$ cat config.mk
export PLATFORM = sky130hd
export DESIGN_NAME = output_accum_group
export DESIGN_NICKNAME = d
export VERILOG_FILES = /design/src/rtl/output_buf_pkg.sv /design/src/rtl/accum_entry_bank.sv /design/src/rtl/output_accum_group.sv
export SDC_FILE = /design/constraint.sdc
export NUM_CORES = 1
export LEC_CHECK = 0
export BUFFER_PORTS_ARGS = -buffer_cell sky130_fd_sc_hd__buf_2
export CORE_AREA = 2 2 213 236
export DETAILED_ROUTE_END_ITERATION = 8
export DIE_AREA = 0 0 215 238
export PLACE_DENSITY = 0.82
export SETUP_SLACK_MARGIN = 0.02
export SYNTH_ARGS = -nofsm -noshare
export SYNTH_HDL_FRONTEND = slang
export SYNTH_SLANG_ARGS = --single-unit
$ cat constraint.sdc
create_clock -name clk_i -period 6.8 [get_ports clk_i]
set_input_delay 1.36 -clock clk_i [delete_from_list [all_inputs] [get_ports clk_i]]
set_output_delay 1.36 -clock clk_i [all_outputs]
set_load 0.02 [all_outputs]
$ cat src/rtl/output_buf_pkg.sv
// Shared types and saturating helpers for the output accumulation group.
// Saturation helpers are only referenced when OUT_SAT_EN is defined.
package output_buf_pkg;

    typedef enum logic [1:0] {
        IDLE   = 2'd0,
        SHIFT  = 2'd1,
        COMMIT = 2'd2,
        DRAIN  = 2'd3
    } og_state_e;

    // Operands arrive sign-extended to this width so any ACC_W below it cannot overflow the helper.
    localparam int SAT_MAX_W = 64;

    function automatic logic signed [SAT_MAX_W-1:0] sat_clamp(
        input logic signed [SAT_MAX_W-1:0] v,
        input int                          acc_w
    );
        logic signed [SAT_MAX_W-1:0] hi;
        logic signed [SAT_MAX_W-1:0] lo;
        hi = (SAT_MAX_W'(1) <<< (acc_w - 1)) - SAT_MAX_W'(1);
        lo = -hi - SAT_MAX_W'(1);
        if (v > hi) begin
            return hi;
        end else if (v < lo) begin
            return lo;
        end
        return v;
    endfunction

    function automatic logic signed [SAT_MAX_W-1:0] sat_add(
        input logic signed [SAT_MAX_W-1:0] a,
        input logic signed [SAT_MAX_W-1:0] b,
        input int                          acc_w
    );
        return sat_clamp(a + b, acc_w);
    endfunction

    function automatic logic signed [SAT_MAX_W-1:0] sat_sub(
        input logic signed [SAT_MAX_W-1:0] a,
        input logic signed [SAT_MAX_W-1:0] b,
        input int                          acc_w
    );
        return sat_clamp(a - b, acc_w);
    endfunction

endpackage

$ cat src/rtl/accum_entry_bank.sv
// DEPTH x ACC_W result buffer with overwrite/accumulate write port, read port and clear port.
// OUT_SAT_EN makes the accumulate path saturate instead of wrapping.
module accum_entry_bank
    import output_buf_pkg::*;
#(
    parameter int DEPTH = 4,
    parameter int ACC_W = 32,
    parameter int IDX_W = 2
) (
    input  logic             clk_i,
    input  logic             rst_ni,
    input  logic             wr_en,
    input  logic             wr_accum,
    input  logic [IDX_W-1:0] wr_idx,
    input  logic [ACC_W-1:0] wr_data,
    input  logic [IDX_W-1:0] rd_idx,
    output logic [ACC_W-1:0] rd_data,
    input  logic             clr_en,
    input  logic [IDX_W-1:0] clr_idx
);

    logic [ACC_W-1:0] entry_q [DEPTH];
    logic [ACC_W-1:0] wr_value;

    always_comb begin
        wr_value = wr_data;
        if (wr_accum) begin
`ifdef OUT_SAT_EN
            wr_value = ACC_W'(sat_add(SAT_MAX_W'($signed(entry_q[wr_idx])),
                                      SAT_MAX_W'($signed(wr_data)), ACC_W));
`else
            wr_value = entry_q[wr_idx] + wr_data;
`endif
        end
    end

    always_ff @(posedge clk_i) begin
        if (!rst_ni) begin
            for (int i = 0; i < DEPTH; i++) begin
                entry_q[i] <= '0;
            end
        end else begin
            if (wr_en) begin
                entry_q[wr_idx] <= wr_value;
            end
            if (clr_en) begin
                entry_q[clr_idx] <= '0;
            end
        end
    end

    assign rd_data = entry_q[rd_idx];

endmodule

$ cat src/rtl/output_accum_group.sv
// Bit-serial PIM output assembly: shift-add per lane, lane reduction, buffered accumulate and zero-point drain.
// Define OUT_SAT_EN for saturating accumulate/drain arithmetic and the out_sat_o flag.
module output_accum_group
    import output_buf_pkg::*;
#(
    parameter int NUM_CH      = 4,
    parameter int IN_W        = 8,
    parameter int SHIFT_STEPS = 4,
    parameter int DEPTH       = 4,
    parameter int ACC_W       = 32
) (
    input  logic                       clk_i,
    input  logic                       rst_ni,
    input  logic                       start_i,
    input  logic                       mode_i,
    input  logic                       accum_i,
    input  logic [$clog2(DEPTH)-1:0]   idx_i,
    input  logic                       in_valid_i,
    input  logic [NUM_CH*IN_W-1:0]     in_data_i,
    input  logic                       zp_we_i,
    input  logic [ACC_W-1:0]           zp_i,
    input  logic                       drain_i,
    output logic                       out_valid_o,
    input  logic                       out_ready_i,
    output logic [ACC_W-1:0]           out_data_o,
    output logic                       busy_o,
`ifdef OUT_SAT_EN
    output logic                       done_o,
    output logic                       out_sat_o
`else
    output logic                       done_o
`endif
);

    localparam int IDX_W     = $clog2(DEPTH);
    localparam int STEP_W    = $clog2(SHIFT_STEPS);
    localparam int MIN_ACC_W = IN_W + SHIFT_STEPS + $clog2(NUM_CH) + 1;

    generate
        if (ACC_W < MIN_ACC_W) begin : g_acc_w_too_small
            $error("output_accum_group: ACC_W must be at least IN_W+SHIFT_STEPS+clog2(NUM_CH)+1");
        end
        if (ACC_W >= SAT_MAX_W) begin : g_acc_w_too_large
            $error("output_accum_group: ACC_W must be below SAT_MAX_W");
        end
        if (DEPTH < 2 || SHIFT_STEPS < 2) begin : g_size_too_small
            $error("output_accum_group: DEPTH and SHIFT_STEPS must be at least 2");
        end
    endgenerate

    og_state_e         state_q;
    logic [STEP_W-1:0] step_q;
    logic              mode_q;
    logic              accum_q;
    logic [IDX_W-1:0]  idx_q;
    logic [IDX_W-1:0]  rd_ptr_q;
    logic [ACC_W-1:0]  zp_q;
    logic [ACC_W-1:0]  lane_acc_q [NUM_CH];
    logic [ACC_W-1:0]  lane_sum;
    logic [ACC_W-1:0]  rd_data;
    logic              last_step;

    assign last_step = (step_q == STEP_W'(SHIFT_STEPS - 1));

    always_comb begin
        lane_sum = '0;
        for (int c = 0; c < NUM_CH; c++) begin
            lane_sum = lane_sum + lane_acc_q[c];
        end
    end

    // zp_r is frozen during DRAIN so a stalled beat never changes under the consumer.
    always_ff @(posedge clk_i) begin
        if (!rst_ni) begin
            state_q  <= IDLE;
            step_q   <= '0;
            mode_q   <= 1'b0;
            accum_q  <= 1'b0;
            idx_q    <= '0;
            rd_ptr_q <= '0;
            zp_q     <= '0;
            for (int c = 0; c < NUM_CH; c++) begin
                lane_acc_q[c] <= '0;
            end
        end else begin
            if (zp_we_i && state_q != DRAIN) begin
                zp_q <= zp_i;
            end
            case (state_q)
                IDLE: begin
                    if (drain_i) begin
                        state_q  <= DRAIN;
                        rd_ptr_q <= '0;
                    end else if (start_i) begin
                        mode_q  <= mode_i;
                        accum_q <= accum_i;
                        idx_q   <= idx_i;
                        step_q  <= '0;
                        for (int c = 0; c < NUM_CH; c++) begin
                            lane_acc_q[c] <= '0;
                        end
                        state_q <= SHIFT;
                    end
                end
                SHIFT: begin
                    if (in_valid_i) begin
                        for (int c = 0; c < NUM_CH; c++) begin
                            if (mode_q && last_step) begin
                                lane_acc_q[c] <= lane_acc_q[c] - (ACC_W'(in_data_i[c*IN_W +: IN_W]) << step_q);
                            end else begin
                                lane_acc_q[c] <= lane_acc_q[c] + (ACC_W'(in_data_i[c*IN_W +: IN_W]) << step_q);
                            end
                        end
                        step_q <= step_q + STEP_W'(1);
                        if (last_step) begin
                            state_q <= COMMIT;
                        end
                    end
                end
                COMMIT: begin
                    state_q <= IDLE;
                end
                DRAIN: begin
                    if (out_ready_i) begin
                        if (rd_ptr_q == IDX_W'(DEPTH - 1)) begin
                            state_q  <= IDLE;
                            rd_ptr_q <= '0;
                        end else begin
                            rd_ptr_q <= rd_ptr_q + IDX_W'(1);
                        end
                    end
                end
                default: begin
                    state_q <= IDLE;
                end
            endcase
        end
    end

    accum_entry_bank #(
        .DEPTH (DEPTH),
        .ACC_W (ACC_W),
        .IDX_W (IDX_W)
    ) u_bank (
        .clk_i    (clk_i),
        .rst_ni   (rst_ni),
        .wr_en    (state_q == COMMIT),
        .wr_accum (accum_q),
        .wr_idx   (idx_q),
        .wr_data  (lane_sum),
        .rd_idx   (rd_ptr_q),
        .rd_data  (rd_data),
        .clr_en   (state_q == DRAIN && out_ready_i),
        .clr_idx  (rd_ptr_q)
    );

    assign out_valid_o = (state_q == DRAIN);
    assign busy_o      = (state_q != IDLE);
    assign done_o      = (state_q == COMMIT);

`ifdef OUT_SAT_EN
    logic signed [SAT_MAX_W-1:0] diff_full;
    logic signed [SAT_MAX_W-1:0] diff_sat;

    // Clipping is detected by comparing the clamped difference with the exact wide one.
    assign diff_full  = SAT_MAX_W'($signed(rd_data)) - SAT_MAX_W'($signed(zp_q));
    assign diff_sat   = sat_sub(SAT_MAX_W'($signed(rd_data)), SAT_MAX_W'($signed(zp_q)), ACC_W);
    assign out_data_o = diff_sat[ACC_W-1:0];
    assign out_sat_o  = (diff_full != diff_sat);
`else
    assign out_data_o = rd_data - zp_q;
`endif

endmodule

Word-level counts from Yosys, hierarchy flattened
Memories as Yosys holds them, arrays and structs flattened. A register that Yosys moved wholly into a read port is not among the register bits.
Cells that the tools add are included.
{ "word_totals": {"register_bits": 42, "latchBits": 0, "ramBits": 256, "mem_bits_ro": 0, "in_bits": 75, "out_inout_bits": 35, "elab_cells": 128, "memories": 2} }
{ "classes": {"add_sub_neg": 15, "n_mul": 0, "div_mod_pow": 0, "n_lt_le_gt_ge": 0, "n_eq_ne": 14, "n_shift": 4, "muxes": 60, "bitwise": 13, "n_reduce_logical": 13} }
{ "memory_table": {"columns": ["memory", "depth", "width", "rd", "rd_clocked_by_memory_dff", "write_ports", "line_no", "source"], "rows": [
  ["lane_acc_q", 4, 32, 4, 0, 4, "output_accum_group.sv:58", "logic [ACC_W-1:0] lane_acc_q [NUM_CH];"],
  ["u_bank.entry_q", 4, 32, 2, 2, 4, "accum_entry_bank.sv:22", "logic [ACC_W-1:0] entry_q [DEPTH];"]
]} }
{ "ops": {"columns": ["cell", "count"], "rows": [
  ["two-way mux 32 bit", 15],
  ["adder 32 bit", 8],
  ["subtractor 32 bit", 5],
  ["<< shifter 8 x 2 -> 32 bit", 4],
  ["OR reduction 32 bit", 2],
  ["two-way mux 2 bit", 18],
  ["two-way mux 1 bit", 24],
  ["!= test 2 bit, second input constant", 6],
  ["bitwise OR 1 bit", 12],
  ["== test 2 bit, second input constant", 4],
  ["one-hot mux 2 bit (2 select lines)", 2],
  ["one-hot mux 2 bit (4 select lines)", 1],
  ["AND reduction 3 bit", 2],
  ["nonzero test 2 bit", 3],
  ["AND reduction 5 bit", 1],
  ["adder 2 x 1 -> 2 bit, second input constant", 2],
  ["!= test 2 x 1 -> 1 bit, second input constant", 2],
  ["AND reduction 4 bit", 1],
  ["logical AND 1 bit", 3],
  ["!= test 3 bit, second input constant", 1],
  ["== test 2 x 1 -> 1 bit, second input constant", 1],
  ["zero test 2 bit", 1],
  ["inverter 1 bit", 1]
]} }

Depth between registers and ports, before layout
Gate-level depths: netlist (run 1).
{ "logic_depth": {"ltp_word": 9, "mapped_depth": 24, "mapped_depth_nobuf": 24} }

Cells and area by module
From an unflattened synthesis (run 1), not the netlist that was laid out.
{ "unflattened": {"cells_unflattened": 3093, "hier_area_um2": 26251.4} }
{ "modules_own_cells": {"columns": ["module", "instances", "cells_each", "area_per_inst_um2", "seq_area_each_um2"], "rows": [
  ["output_accum_group", 1, 2175, 18086.1, 4684.5],
  ["accum_entry_bank", 1, 918, 8165.3, 2562.5]
]} }

Least setup slack after synthesis (run 1)
OpenSTA, ideal clock, no wires.
{ "synth_timing": {"path_type": "reg2out", "start": "reg with a tool-made name", "end": "out out_data_o[17]", "arrival_ns": 4.255, "required_ns": 5.440, "slack_ns": 1.185, "stages_incl_launch_ff": 14, "path_buffers": 2, "path_cell_list": "dfxtp_1 -> clkbuf_1 -> buf_1 -> mux4_2 -> ha_1 -> o21a_1 -> o31a_1 -> o21ai_1 -> o41ai_1 -> a21o_1 -> a21o_1 -> a31o_2 -> a21oi_1 -> o311ai_0"} }
{ "synth_rtl": {"columns": ["element", "line_no", "source"], "rows": [
  ["to (decl)", "output_accum_group.sv:25", "output logic [ACC_W-1:0] out_data_o,"]
]} }

==> impl_metrics.tcl, run 1 <==
set metrics [dict create \
    status "completed" \
    rsz0062_at_grt "no" \
    cp_num_buf_inv 3 \
    finalHoldViolCount 0 \
    crit_path_max_fanout 19 \
    finalSetupViolCount 0 \
    clk_latency_ns 0.56 \
    worst_path_largest_cell_delay_ns 0.79 \
    worstPathArrival_ns 4.92 \
    first_iter_violations 2714 \
    r2r_start "lane_acc_q[1][1]$_SDFFCE_PP0P_" \
    synth.yosys.seq_area_share_pct 32.4 \
    crit_end "out_data_o[31]" \
    syn2layout_area_growth_pct 9.34 \
    placed_cells 3586 \
    syn-num-nets 3242 \
    grt_overflow 0 \
    post-cts-setup-buffers 0 \
    cts_tree "done" \
    cts_buffer_depth 3 \
    max_freq_ghz 0.159 \
    core-area_mm2 0.0487 \
    grt_max_degree 134 \
    syn_avg_cell_area_um2 9.17 \
    clock-skew-final_ns 0.0208 \
    max_cap_viol_count 0 \
    fin_tns_setup_ns 0 \
    p_per_area_mw_per_mm2 322 \
    cts_resized 0 \
    ctsHtreeMaxLevel 2 \
    hold_depth 2 \
    hpwl_mm 53.2 \
    cts_buffers 38 \
    die_y_um 238 \
    clkTransAtPathRegs_ns 0.06 \
    worstPathCellList "buf_4 > mux4_2 > ha_1 > inv_1 > nor3_1 > nand2_1 > nor3_1 > a21oi_1 > o21ai_0 > a41o_1 > o41a_1 > xnor2_1 > buf_2" \
    slowest_stage "dfxtp_2" \
    r2r_slack_ns 0.53 \
    totalWireLength_mm 72.1 \
    drtAntennaViolNets 0 \
    finalCriticalPeriod_ns 6.28 \
    antenna_found_initial 0 \
    cts.sink_count 302 \
    fillers 4087 \
    dr.pass1.iters 6 \
    worstPathRequired_ns 5.44 \
    grt_pass1_wl_mm 115 \
    p_leak_nw 11.9 \
    die_area_mm2 0.0512 \
    post_drt_via_cell_ratio 6.23 \
    tightest_slew_ns 1.23 \
    initial_core_util_pct 54.6 \
    crit_family "simple AND/OR/NAND/NOR gates" \
    fin_crit_sh_pct 92.4 \
    port_buffers 109 \
    crit_cells 13 \
    pin_count 110 \
    yosysWarnings 0 \
    path_class "reg2out" \
    track_usage_pct 27.7 \
    drive_above_1_share_pct 11.3 \
    total_power_mw 9.36 \
    ys_types 95 \
    root_buffer "clkbuf_16" \
    stdcell_count 3655 \
    start_kind "flop" \
    peakVddDrop_mv 0.185 \
    diodes 0 \
    synth-edff-count 256 \
    row_count 85 \
    nets 3314 \
    grt_pass1_vias 22400 \
    regArea_mm2 0.00861 \
    synth_cells 2902 \
    synth-async-reset-ratio_pct 0 \
    hold_path_class "reg2reg" \
    regToRegEndpoint "u_bank.entry_q[2][22]$_SDFFCE_PN0P_" \
    path_common_cell "nor3_1" \
    multi_input_area_mm2 0.0164 \
    drc 0 \
    die_w_um 215 \
    end_kind "output pin" \
    syn-cell-area_mm2 0.0266 \
    vias 22800 \
    synth-seq-cells 302 \
    synth_flop_cell "edfxtp_1" \
    relSlewSlack_pct 17.7 \
    wl_per_cell_um 19.7 \
    place_congestion 0.957 \
    slew_violations 0 \
    r2r_cells 21 \
    ctsHoldBuffers 0 \
]
==> cell type report <==
cell class	count	area share [%]
clock buffer	51	3.61
clock inverter	18	0.847
inverter	310	4.07
multi-input combinational	2190	56.5
sequential	302	29.6
tap	652	2.80
timing repair buffer	132	2.51
==> power by group <==
part / internal, mW / switching (mW)
Combinational: 1.90 / 2.94
Sequential: 2.21 / 0.145
Clock: 1.31 / 0.844
==> layout by cell type (no fill, tap or decap), types with 39 or more instances in the layout <==
cell       count
xnor2_1      116
a21boi_0      42
a21oi_1      191
ha_1         194
fa_1          71
mux2i_1       45
inv_1        303
dfxtp_1       43
nand3_1       64
o21ai_0      121
nand2_1      243
nor3_1       102
a21o_1        60
xor2_1        46
mux4_2        64
clkbuf_16     39
edfxtp_1     256
buf_2        109
nor2_1       284
==> per-stage QoR <==
stage	hold WS [ns]	cell area (um2)	setup slack [ns]	util (%)
after floorplan	0.443	26600	1.18	-
after global placement	0.453	27800	0.646	57.0
after detailed placement	0.458	27800	0.556	57.0
after CTS	0.466	29100	0.465	59.7
after global routing	0.479	29100	0.0827	59.7
final	0.467	29100	0.517	59.7
==> flip-flops by register name, indices dropped and copies added (netlist names), named ones only <==
| register | flops |
|---|---|
| accum_q | 1 |
| idx_q | 2 |
| lane_acc_q | 128 |
| mode_q | 1 |
| rd_ptr_q | 2 |
| state_q | 2 |
| step_q | 2 |
| u_bank.entry_q | 128 |
| zp_q | 32 |
==> cell usage after synthesis, types with 25 or more instances <==
| library cell | count | area, um2 |
|---|---|---|
| mux2i_1 | 45 | 450 |
| nand2_1 | 248 | 931 |
| a21oi_1 | 191 | 956 |
| and3_1 | 28 | 175 |
| nor2b_1 | 30 | 188 |
| a21o_1 | 60 | 450 |
| edfxtp_1 | 256 | 7690 |
| o21a_1 | 30 | 225 |
| fa_1 | 71 | 1420 |
| nor2_1 | 285 | 1070 |
| o21bai_1 | 31 | 233 |
| or3_1 | 25 | 156 |
| inv_1 | 303 | 1140 |
| dfxtp_1 | 46 | 921 |
| clkbuf_1 | 78 | 293 |
| a211oi_1 | 31 | 233 |
| nand3_1 | 64 | 320 |
| a31oi_1 | 29 | 181 |
| xnor2_1 | 116 | 1020 |
| nand2b_1 | 30 | 188 |
| mux4_2 | 64 | 1440 |
| a21boi_0 | 42 | 315 |
| xor2_1 | 46 | 403 |
| ha_1 | 194 | 2430 |
| nor3_1 | 102 | 510 |
| o21ai_0 | 121 | 606 |
| nand4_1 | 26 | 163 |
==> how the worst min path moves through the flow <==
stage / startpoint / end / slack [ns]
after global placement: zp_q[15]$_SDFFE_PN0P_ / zp_q[15]$_SDFFE_PN0P_ / 0.45
after detailed placement: zp_q[12]$_SDFFE_PN0P_ / zp_q[12]$_SDFFE_PN0P_ / 0.46
after global routing: zp_q[15]$_SDFFE_PN0P_ / zp_q[15]$_SDFFE_PN0P_ / 0.48
after CTS: zp_q[12]$_SDFFE_PN0P_ / zp_q[12]$_SDFFE_PN0P_ / 0.47
final: zp_q[12]$_SDFFE_PN0P_ / zp_q[12]$_SDFFE_PN0P_ / 0.47
after floorplan: zp_q[2]$_SDFFE_PN0P_ / zp_q[2]$_SDFFE_PN0P_ / 0.44
==> kinds of logic (layout without fill, tap and decap cells) <==
kind of cell | count (synthesis) | after routing | synth area share (%)
compound gates | 688 | 688 | 17.0
xor+xnor | 162 | 162 | 5.33
fa+ha+maj | 265 | 265 | 14.5
buf+inv | 410 | 511 | 5.90
flops | 302 | 302 | 32.4
mux | 127 | 127 | 7.87
simple gates | 948 | 948 | 17.1
==> worst register-to-register path: stages, from the launching register on <==
cell       delay [ns]
edfxtp_1         0.46
inv_1            0.16
fa_1             0.51
fa_1             0.56
inv_1            0.04
ha_1             0.21
fa_1             0.42
a211oi_1         0.32
o21bai_1         0.18
a211o_1          0.34
a41oi_1          0.25
xnor2_1          0.11
ha_1             0.40
and4_1           0.35
nand4_1          0.17
or2_2            0.32
o2111ai_1        0.24
nand2_1          0.15
xnor2_1          0.16
a221oi_1         0.30
nand3_1          0.17
nor2b_1          0.16
==> layer usage <==
metal,global-route usage [%],share of wire [%],wire [um]
met1,35.3,41,29300
met2,48.4,49,35000
met3,3.42,7.2,5180
met4,10.7,3.5,2520
met5,0,0,0
(Power assumes the default switching activity.)
==> run 2: changes to the inputs <==
--- a/config.mk
+++ b/config.mk
@@ -6,9 +6,9 @@
 export NUM_CORES = 1
 export LEC_CHECK = 0
 export BUFFER_PORTS_ARGS = -buffer_cell sky130_fd_sc_hd__buf_2
-export CORE_AREA = 2 2 213 236
+export CORE_AREA = 2 2 223 225
 export DETAILED_ROUTE_END_ITERATION = 8
-export DIE_AREA = 0 0 215 238
+export DIE_AREA = 0 0 225 227
 export PLACE_DENSITY = 0.82
 export SETUP_SLACK_MARGIN = 0.02
 export SYNTH_ARGS = -nofsm -noshare
==> impl_metrics.tcl, run 2 (same netlist as run 1, synthesis figures left out) <==
set metrics [dict create \
    status "completed" \
    r2r_cells 21 \
    clock-skew-final_ns 0.0309 \
    placed_cells 3558 \
    clkTransAtPathRegs_ns 0.06 \
    rsz0062_at_grt "no" \
    wl_per_cell_um 19.7 \
    post_drt_via_cell_ratio 6.28 \
    vias 22800 \
    worstPathArrival_ns 6.60 \
    post-route-util_pct 59.6 \
    fin_crit_sh_pct 93.3 \
    max_cap_viol_count 0 \
    cts_tree "done" \
    ctsHoldBuffers 0 \
    dr.pass1.iters 6 \
    finalSetupViolCount 0 \
    fillers 4006 \
    r2r_start "lane_acc_q[2][1]$_DFFE_PP_" \
    cts_buffers 37 \
    final_area_mm2 0.0289 \
    drtAntennaViolNets 0 \
    hpwl_mm 53.3 \
    mostFrequentLayoutCell "inv_1" \
    finalCriticalPeriod_ns 6.34 \
    root_buffer "clkbuf_16" \
    worstHoldStart "zp_q[2]$_SDFFE_PN0P_" \
    clk_latency_ns 0.57 \
    p_per_area_mw_per_mm2 315 \
    ctsHtreeMaxLevel 2 \
    track_usage_pct 28.0 \
    holdPathEnd "zp_q[2]$_SDFFE_PN0P_" \
    worst_path_largest_cell_delay_ns 0.56 \
    dpl-instance-area_mm2 0.0278 \
    syn2layout_area_growth_pct 8.76 \
    end_kind "flop" \
    cts_resized 0 \
    peakVddDrop_mv 0.197 \
    relSlewSlack_pct 21.3 \
    fin_tns_setup_ns 0 \
    hold_depth 2 \
    row_count 81 \
    cp_num_buf_inv 2 \
    holdWs_ns 0.465 \
    path_common_cell "fa_1" \
    drive_above_1_share_pct 11.3 \
    core-area_mm2 0.0485 \
    pre_cts_ws_ns 0.540 \
    worstPathCellList "inv_1 > fa_1 > fa_1 > inv_1 > ha_1 > fa_1 > a211oi_1 > o21bai_1 > a211o_1 > a41oi_1 > xnor2_1 > ha_1 > a2111oi_0 > o21ai_0 > o22ai_1 > o21a_1 > nand2_1 > a21oi_1 > mux2i_1 > o31ai_1 > a21oi_1" \
    regToRegEndpoint "u_bank.entry_q[2][30]$_SDFFCE_PN0P_" \
    reg_top3 "lane_acc_q (128), u_bank.entry_q (128), zp_q (32)" \
    totalWireLength_mm 71.4 \
    crit_path_max_fanout 7 \
    pin_count 110 \
    r2r_slack_ns 0.46 \
    layout_common_cells "inv_1, nor2_1, edfxtp_1" \
    first_iter_violations 2502 \
    initial_core_util_pct 54.8 \
    die_area_mm2 0.0511 \
    crit_family "compound AO/OA/AOI/OAI gates" \
    cts.sink_count 302 \
    tightest_slew_ns 1.17 \
    slowest_stage "fa_1" \
    slew_violations 0 \
    die_w_um 225 \
    hold_path_class "reg2reg" \
    p_leak_nw 11.9 \
    cts_buffer_depth 3 \
    nets 3315 \
    grt_max_degree 134 \
    path_class "reg2reg" \
    post-cts-setup-buffers 0 \
    antenna_found_initial 0 \
    stdcell_count 3628 \
    total_power_mw 9.12 \
    grt_pass1_wl_mm 115 \
    worst_slack_ns 0.458 \
    finalHoldViolCount 0 \
    port_buffers 109 \
    place_congestion 1.03 \
    drc 0 \
    die_y_um 227 \
    start_kind "flop" \
    worstPathRequired_ns 7.06 \
    max_freq_ghz 0.158 \
    grt_overflow 0 \
    grt_pass1_vias 22400 \
]
[run 2: cell count changes in the layout (fill, tap and decap cells not counted), moves of 2 or more]
cell,delta
diode_2,+2
clkinvlp_4,+4
clkbuf_8,-3
bufinv_16,-5
clkinv_4,+3
buf_4,+2
clkbuf_1,-2
[run 2: where the power goes]
group	internal, mW	switching, mW	total, mW
Sequential	2.21	0.151	2.36
Combinational	1.90	2.92	4.82
Clock	1.08	0.856	1.94
[run 2: cell type report]
cell class                 count  area, um2  share of cell area [%]
multi-input combinational   2190      16400                    56.8
sequential                   302       8610                    29.8
inverter                     310       1180                    4.09
clock buffer                  45        977                    3.38
tap                          622        778                    2.69
timing repair buffer         134        746                    2.58
clock inverter                23        189                   0.653
antenna                        2       5.00                  0.0173
[run 2: how the worst max path moves through the flow]
stage / start / to / slack (ns) / depth (start not counted)
6_report: lane_acc_q[2][1]$_DFFE_PP_ / u_bank.entry_q[2][30]$_SDFFCE_PN0P_ / 0.46 / 21
5_1_grt: lane_acc_q[2][1]$_DFFE_PP_ / u_bank.entry_q[2][30]$_SDFFCE_PN0P_ / 0.08 / 21
4_1_cts: lane_acc_q[2][1]$_DFFE_PP_ / u_bank.entry_q[2][22]$_SDFFCE_PN0P_ / 0.49 / 21
3_5_place_dp: lane_acc_q[2][1]$_DFFE_PP_ / u_bank.entry_q[2][22]$_SDFFCE_PN0P_ / 0.54 / 21
3_3_place_gp: lane_acc_q[2][1]$_DFFE_PP_ / u_bank.entry_q[2][24]$_SDFFCE_PN0P_ / 0.62 / 20
2_1_floorplan: flop / out_data_o[17] / 1.18 / 13
[run 2: worst min-delay path, stage by stage (launching register included)]
cell and delay, ns:
dfxtp_1 0.31, nand2_1 0.05, a21boi_0 0.06
[run 2: metal layers]
| layer | vias to the layer above | global-route usage, % | routed length (um) |
|---|---|---|---|
| met4 | 0 | 8.50 | 2080 |
| met1 | 10900 | 36.6 | 29400 |
| li1 | 10600 | - | - |
| met2 | 1077 | 48.9 | 34500 |
| met3 | 165 | 3.41 | 5380 |
| met5 | - | 0 | 0 |
